`config.mk`:
```
export PLATFORM = sky130hd
export DESIGN_NAME = midi_rx_splitter
export DESIGN_NICKNAME = d
export VERILOG_FILES = /design/src/rtl/midi_rx_splitter_pkg.sv /design/src/rtl/midi_sysex_timeout.sv /design/src/rtl/midi_rx_splitter.sv
export SDC_FILE = /design/constraint.sdc
export NUM_CORES = 1
export LEC_CHECK = 0
export CORE_MARGIN = 4
export CORE_UTILIZATION = 40
export CTS_CLUSTER_DIAMETER = 40
export CTS_CLUSTER_SIZE = 40
export DETAILED_ROUTE_END_ITERATION = 6
export GPL_ROUTABILITY_DRIVEN = 1
export HOLD_SLACK_MARGIN = 0.08
export PLACE_DENSITY = 0.75
export SETUP_SLACK_MARGIN = 0.05
export SKIP_LAST_GASP = 1
export SYNTH_ARGS = -nofsm -noshare
export SYNTH_HDL_FRONTEND = slang
export SYNTH_SLANG_ARGS = --single-unit
```
`constraint.sdc`:
```
create_clock -name clk -period 2.6 [get_ports clk]
set_clock_uncertainty 0.2 [all_clocks]
set_input_delay 0.52 -clock clk [delete_from_list [all_inputs] [get_ports clk]]
set_output_delay 0.52 -clock clk [all_outputs]
set_load 0.02 [all_outputs]
```
`src/rtl/midi_rx_splitter_pkg.sv`:
```
// Shared MIDI definitions: splitter state encoding, framing constants and byte-class helpers.
package midi_pkg;

  typedef enum logic {
    S_IDLE,
    S_EX
  } state_t;

  localparam logic [7:0] MIDI_SOX    = 8'hF0;
  localparam logic [7:0] MIDI_EOX    = 8'hF7;
  localparam logic [7:0] MIDI_RT_MIN = 8'hF8;

  function automatic logic is_realtime(input logic [7:0] b);
    return b >= MIDI_RT_MIN;
  endfunction

  function automatic logic is_status(input logic [7:0] b);
    return b >= 8'h80;
  endfunction

endpackage

```
`src/rtl/midi_sysex_timeout.sv`:
```
// Idle-cycle counter for an open SysEx packet; o_expire asserts once TIMEOUT_CYCLES idle cycles have elapsed.
module midi_sysex_timeout #(
  parameter int unsigned TIMEOUT_CYCLES = 3_200_000
) (
  input  logic clk,
  input  logic rst,
  input  logic i_clear,
  input  logic i_enable,
  output logic o_expire
);

  localparam int unsigned   CW    = (TIMEOUT_CYCLES > 1) ? $clog2(TIMEOUT_CYCLES) : 1;
  localparam logic [CW-1:0] LIMIT = CW'(TIMEOUT_CYCLES - 1);

  logic [CW-1:0] r_cnt;

  // The expiring cycle is itself the last idle cycle, hence the compare against TIMEOUT_CYCLES-1.
  assign o_expire = i_enable && (r_cnt == LIMIT);

  always_ff @(posedge clk) begin
    if (rst || i_clear) begin
      r_cnt <= '0;
    end else if (i_enable && (r_cnt != LIMIT)) begin
      r_cnt <= r_cnt + CW'(1);
    end
  end

endmodule

```
`src/rtl/midi_rx_splitter.sv`:
```
// Routes received MIDI bytes to real-time and SysEx FIFOs, always terminating SysEx packets.
// Define MIDI_SPLIT_TIMEOUT_EN to add forced termination after TIMEOUT_CYCLES idle cycles.
module midi_rx_splitter
  import midi_pkg::*;
#(
  parameter int unsigned TIMEOUT_CYCLES = 3_200_000,
  parameter int unsigned DROP_W         = 16
) (
  input  logic              clk,
  input  logic              rst,
  input  logic [7:0]        in_data,
  input  logic              in_valid,
  output logic              in_ready,
  output logic              real_wr,
  output logic [7:0]        real_wdata,
  input  logic              real_full,
  output logic              ex_wr,
  output logic [7:0]        ex_wdata,
  output logic              ex_wlast,
  input  logic              ex_full,
  output logic              sysex_active,
  output logic [DROP_W-1:0] drop_count
);

  state_t            r_state;
  state_t            w_next;
  logic [DROP_W-1:0] r_drop;
  logic              w_drop;
  logic              w_ex_go;
  logic              w_ex_accept;
  logic              w_expire;

`ifdef MIDI_SPLIT_TIMEOUT_EN
  midi_sysex_timeout #(
    .TIMEOUT_CYCLES(TIMEOUT_CYCLES)
  ) u_timeout (
    .clk      (clk),
    .rst      (rst),
    .i_clear  ((r_state != S_EX) || w_ex_accept),
    .i_enable (r_state == S_EX),
    .o_expire (w_expire)
  );
`else
  logic w_unused_timeout_cfg;
  assign w_unused_timeout_cfg = ^TIMEOUT_CYCLES;
  assign w_expire             = 1'b0;
`endif

  always_comb begin
    in_ready    = 1'b0;
    real_wr     = 1'b0;
    real_wdata  = in_data;
    ex_wr       = 1'b0;
    ex_wdata    = in_data;
    ex_wlast    = 1'b0;
    w_next      = r_state;
    w_drop      = 1'b0;
    w_ex_go     = in_valid && !ex_full;
    w_ex_accept = 1'b0;
    if (!rst) begin
      if ((r_state == S_EX) && w_expire) begin
        if (!ex_full) begin
          ex_wr    = 1'b1;
          ex_wdata = MIDI_EOX;
          ex_wlast = 1'b1;
          w_next   = S_IDLE;
        end
      end else if (is_realtime(in_data)) begin
        in_ready = !real_full;
        real_wr  = in_valid && !real_full;
      end else if (r_state == S_IDLE) begin
        if (in_data == MIDI_SOX) begin
          in_ready    = !ex_full;
          ex_wr       = w_ex_go;
          w_ex_accept = w_ex_go;
          if (w_ex_go) w_next = S_EX;
        end else begin
          in_ready = 1'b1;
          w_drop   = in_valid;
        end
      end else if (!is_status(in_data) || (in_data == MIDI_EOX)) begin
        in_ready    = !ex_full;
        ex_wr       = w_ex_go;
        ex_wlast    = w_ex_go && (in_data == MIDI_EOX);
        w_ex_accept = w_ex_go;
        if (w_ex_go && (in_data == MIDI_EOX)) w_next = S_IDLE;
      end else begin
        // A new F0 is held back one cycle so the synthesized F7 lands first; it is re-taken from S_IDLE.
        in_ready = (in_data != MIDI_SOX) && !ex_full;
        ex_wr    = w_ex_go;
        ex_wdata = MIDI_EOX;
        ex_wlast = w_ex_go;
        w_drop   = w_ex_go && (in_data != MIDI_SOX);
        if (w_ex_go) w_next = S_IDLE;
      end
    end
  end

  always_ff @(posedge clk) begin
    if (rst) begin
      r_state <= S_IDLE;
      r_drop  <= '0;
    end else begin
      r_state <= w_next;
      if (w_drop && (r_drop != '1)) r_drop <= r_drop + DROP_W'(1);
    end
  end

  assign sysex_active = (r_state == S_EX);
  assign drop_count   = r_drop;

endmodule

```
==> summary.txt <==
Synthesis
  • Synth Register Bits: 17
  • Top-area cell type share of the netlist area: 28.0%
  • Sequential area share after synthesis: 28.0%
  • Most frequent cell after synthesis: dfxtp_1
  • Synth Area in Compound Gates: 22.5%
  • Yosys cell types: 44
  • Synth Area in XOR/XNOR: 1.44%
  • Largest family of logic cells by synthesized area: simple AND/OR/NAND/NOR gates
  • Multiplexer share of the synthesized area: 2.67%
  • Cell taking the most area after synthesis: dfxtp_1
  • Syn Nets: 155
  • Synth top cells by count: 17 x dfxtp_1, 11 x a21oi_1, 9 x nand2_1, 9 x nand3_1, 9 x nor2_1
  • FFs w/ async S/R, synth: 0%
  • Post-synth EDFFs: 0
  • Area share of fa/ha/maj cells after synthesis: 1.03%
  • Post-Synth Simple-Gate Area: 36.6%
  • Mapped Cells: 141
  • Mapped Area: 1220 µm²
  • Mean post-synth cell area: 8.63 µm²
  • Synth Flop Type: dfxtp_1
  • Top cells by area, synth: dfxtp_1 28%, buf_4 4.9%, a21oi_1 4.5%, a2111oi_4 4.5%, nand3_1 3.7%
  • Synth Warn #: 0

Timing
  • RSZ-0062 raised after global routing: false
  • Slew HR: 67.9%
  • Pins Over Slew Limit: 0
  • Final min period: 2.47 ns
  • Fin. Hold Viols: 0
  • Achievable frequency: 404 MHz
  • Final period utilization: 95.1%
  • Worst slew pin tran: 0.478 ns
  • Setup-failing EPs final: 0

Global routing
  • First-pass GRT wire length: 6120 µm
  • Gr ovfl total: 0
  • Tot GR Track Use: 18.7%
  • Largest net degree at the start of global routing: 17
  • Antenna violations before repair: 0
  • Vias in the first global route: 1387

Floorplan
  • # IOs: 50
  • Core ar.: 2830 µm²
  • Die ar.: 3990 µm²
  • Die height: 63.2 µm
  • Die W: 63.2 µm
  • Effective utilization at floorplan: 43.0%
  • Rows: 19

Clock network
  • CTS Buffer Depth: 2
  • Root buf cell: clkbuf_4
  • H-Tree Level Count: 1
  • Clock transition at the registers of the reported paths: 0.10 ns
  • CTS Buf Count: 3
  • CTS tree: built
  • Worst-skew pair later-pin latency: 0.29 ns
  • # clock sinks: 17

Detailed routing
  • DRC Markers: 0
  • DRT Pass-1 Iters: 4
  • Detailed Route Iter0 Violations: 66
  • ANT nets after route: 0
  • Post-detailed-route wirelength per cell: 15.7 µm
  • Routed WL: 3730 µm
  • Vias per cell: 5.73
  • DR vias: 1359

Setup path
  • Crit-path slowest cell: or3_4
  • Critical path arrival: 1.75 ns
  • Worst EP required: 1.88 ns
  • Critical path cell sequence: buf_6 -> or3_4 -> nor3_4 -> buf_6 -> a21oi_2 -> nor3_1 -> a211oi_1 -> buf_2
  • Levels on crit path: 8
  • Crit. End Element: output port
  • Reg-to-reg slack, setup: 0.43 ns
  • Delay-heaviest family, CP: simple AND/OR/NAND/NOR gates
  • Most frequent CP cell: buf_6
  • Critical Path Source Type: input pin
  • Critical path class: input pin to output port
  • CP max stage delay: 0.39 ns
  • Crit path buffers/inverters: 3
  • CP max FO: 4
  • R2r endpoint: drop_count[11]
  • Setup crit end: in_ready
  • Worst Reg-to-Reg Cells: 7
  • Crit path launch: in_data[0]
  • R2R Path Start: drop_count[0]

Status
  • Status: complete, no violations

Final layout
  • Antenna Diode Count: 0
  • Share of cells above drive strength 1: 34.0%
  • Fin nets: 221
  • Synth-to-layout area growth: 53.9%
  • Final Util: 66.2%
  • Post-route cell area: 1870 µm²

Placement
  • Port Buf Inserts: 49
  • Placed wire-length estimate: 2770 µm
  • Placed cell area: 1830 µm²
  • Routability congestion estimate from global placement: 0.804

Pwr
  • Peak VDD IR: 243 µV
  • Design Power: 0.535 mW
  • PwrDens: 285 nW/µm²
  • Lkg Pwr: 0.697 nW

Min path
  • Worst min-delay path class: flop to flop

Run
  • Max-cap violations: 0
==> where the power goes <==
| group | leakage, nW | internal (mW) | switching (mW) | total (mW) |
|---|---|---|---|---|
| Clock | 0.0150 | 0.0597 | 0.0852 | 0.145 |
| Sequential | 0.137 | 0.262 | 0.00339 | 0.265 |
| Combinational | 0.545 | 0.0606 | 0.0639 | 0.125 |
==> flip-flops by register name, indices dropped and copies added, names as in the netlist <==
signal / count
sysex_active: 1
drop_count: 16
==> cell families after synthesis <==
kind of cell,Yosys count
AOI/OAI and AO/OA,32
xor gates and xnor gates,2
adders and majority gates,1
and+or+nand+nor,69
muxes,3
buffers and inverters,17
DFF,17
==> metal layers <==
metal / track usage [%] / vias up / wire (µm)
li1: - / 658 / -
met1: 20.1 / 636 / 1540
met2: 35.0 / 58 / 1890
met3: 4.26 / 7 / 239
met4: 7.01 / 0 / 52
met5: 0 / - / 0
==> timing repair <==
action | CTS | global route
hold buffers | 0 | 0
setup buffers | 2 | 1
pin swaps | 6 | 6
endpoints found under the setup margin | 11 | 5
hold endpoints to repair | 0 | 0
gates resized for setup | 57 | 13
==> cells in the final DEF (no fill, tap or decap), types with 4 or more instances in the layout <==
| master | synthesis | routed |
|---|---|---|
| clkdlybuf4s50_1 | 0 | 29 |
| buf_4 | 8 | 24 |
| dfxtp_1 | 17 | 17 |
| a21oi_1 | 11 | 10 |
| nand2_1 | 9 | 9 |
| nand3_1 | 9 | 9 |
| nor2_1 | 9 | 7 |
| or2_2 | 6 | 6 |
| dlygate4sd2_1 | 0 | 6 |
| nor4_1 | 5 | 5 |
| clkbuf_2 | 0 | 5 |
| nand4_1 | 4 | 4 |
| inv_1 | 4 | 4 |
| buf_2 | 1 | 4 |
==> worst register-to-register path, delay by kind of cell (launching register included) <==
| family | cells | cell delay [ns] |
|---|---|---|
| flip-flops | 1 | 0.48 |
| AND/OR/NAND/NOR | 2 | 0.49 |
| buffers and inverters | 1 | 0.17 |
| AO/OA/AOI/OAI | 3 | 0.41 |
| adder cells (fa/ha/maj) | 1 | 0.34 |
==> how the worst min path moves through the flow <==
stage / cells past startpoint / slack, ns / from / to
2_1_floorplan: 1 / 0.36 / drop_count[5] / drop_count[5]
3_5_place_dp: 2 / 0.32 / drop_count[9] / drop_count[9]
5_1_grt: 2 / 0.37 / drop_count[9] / drop_count[9]
6_report: 2 / 0.34 / drop_count[9] / drop_count[9]
3_3_place_gp: 1 / 0.29 / drop_count[5] / drop_count[5]
4_1_cts: 2 / 0.34 / drop_count[9] / drop_count[9]
==> through the flow <==
| step | hold WS (ns) | TNS, ns | setup WS (ns) | std cells |
|---|---|---|---|---|
| finish | 0.345 | 0 | 0.127 | 237 |
| global route | 0.369 | 0 | 0.0562 | 237 |
| CTS | 0.340 | 0 | 0.0331 | 236 |
| detailed placement | 0.323 | -6.36 | -0.711 | 230 |
| global placement | 0.288 | -5.32 | -0.667 | 230 |
| floorplan | 0.358 | 0 | 0.253 | 141 |
==> final cells by class <==
class,count,area (µm²)
Fill cell,252,956
Sequential cell,17,340
Timing Repair Buffer,74,636
Clock buffer,4,26.3
Inverter,4,15.0
Tap cell,31,38.8
Multi-Input combinational cell,107,817
Note: power is estimated with default switching activity, not from simulation.
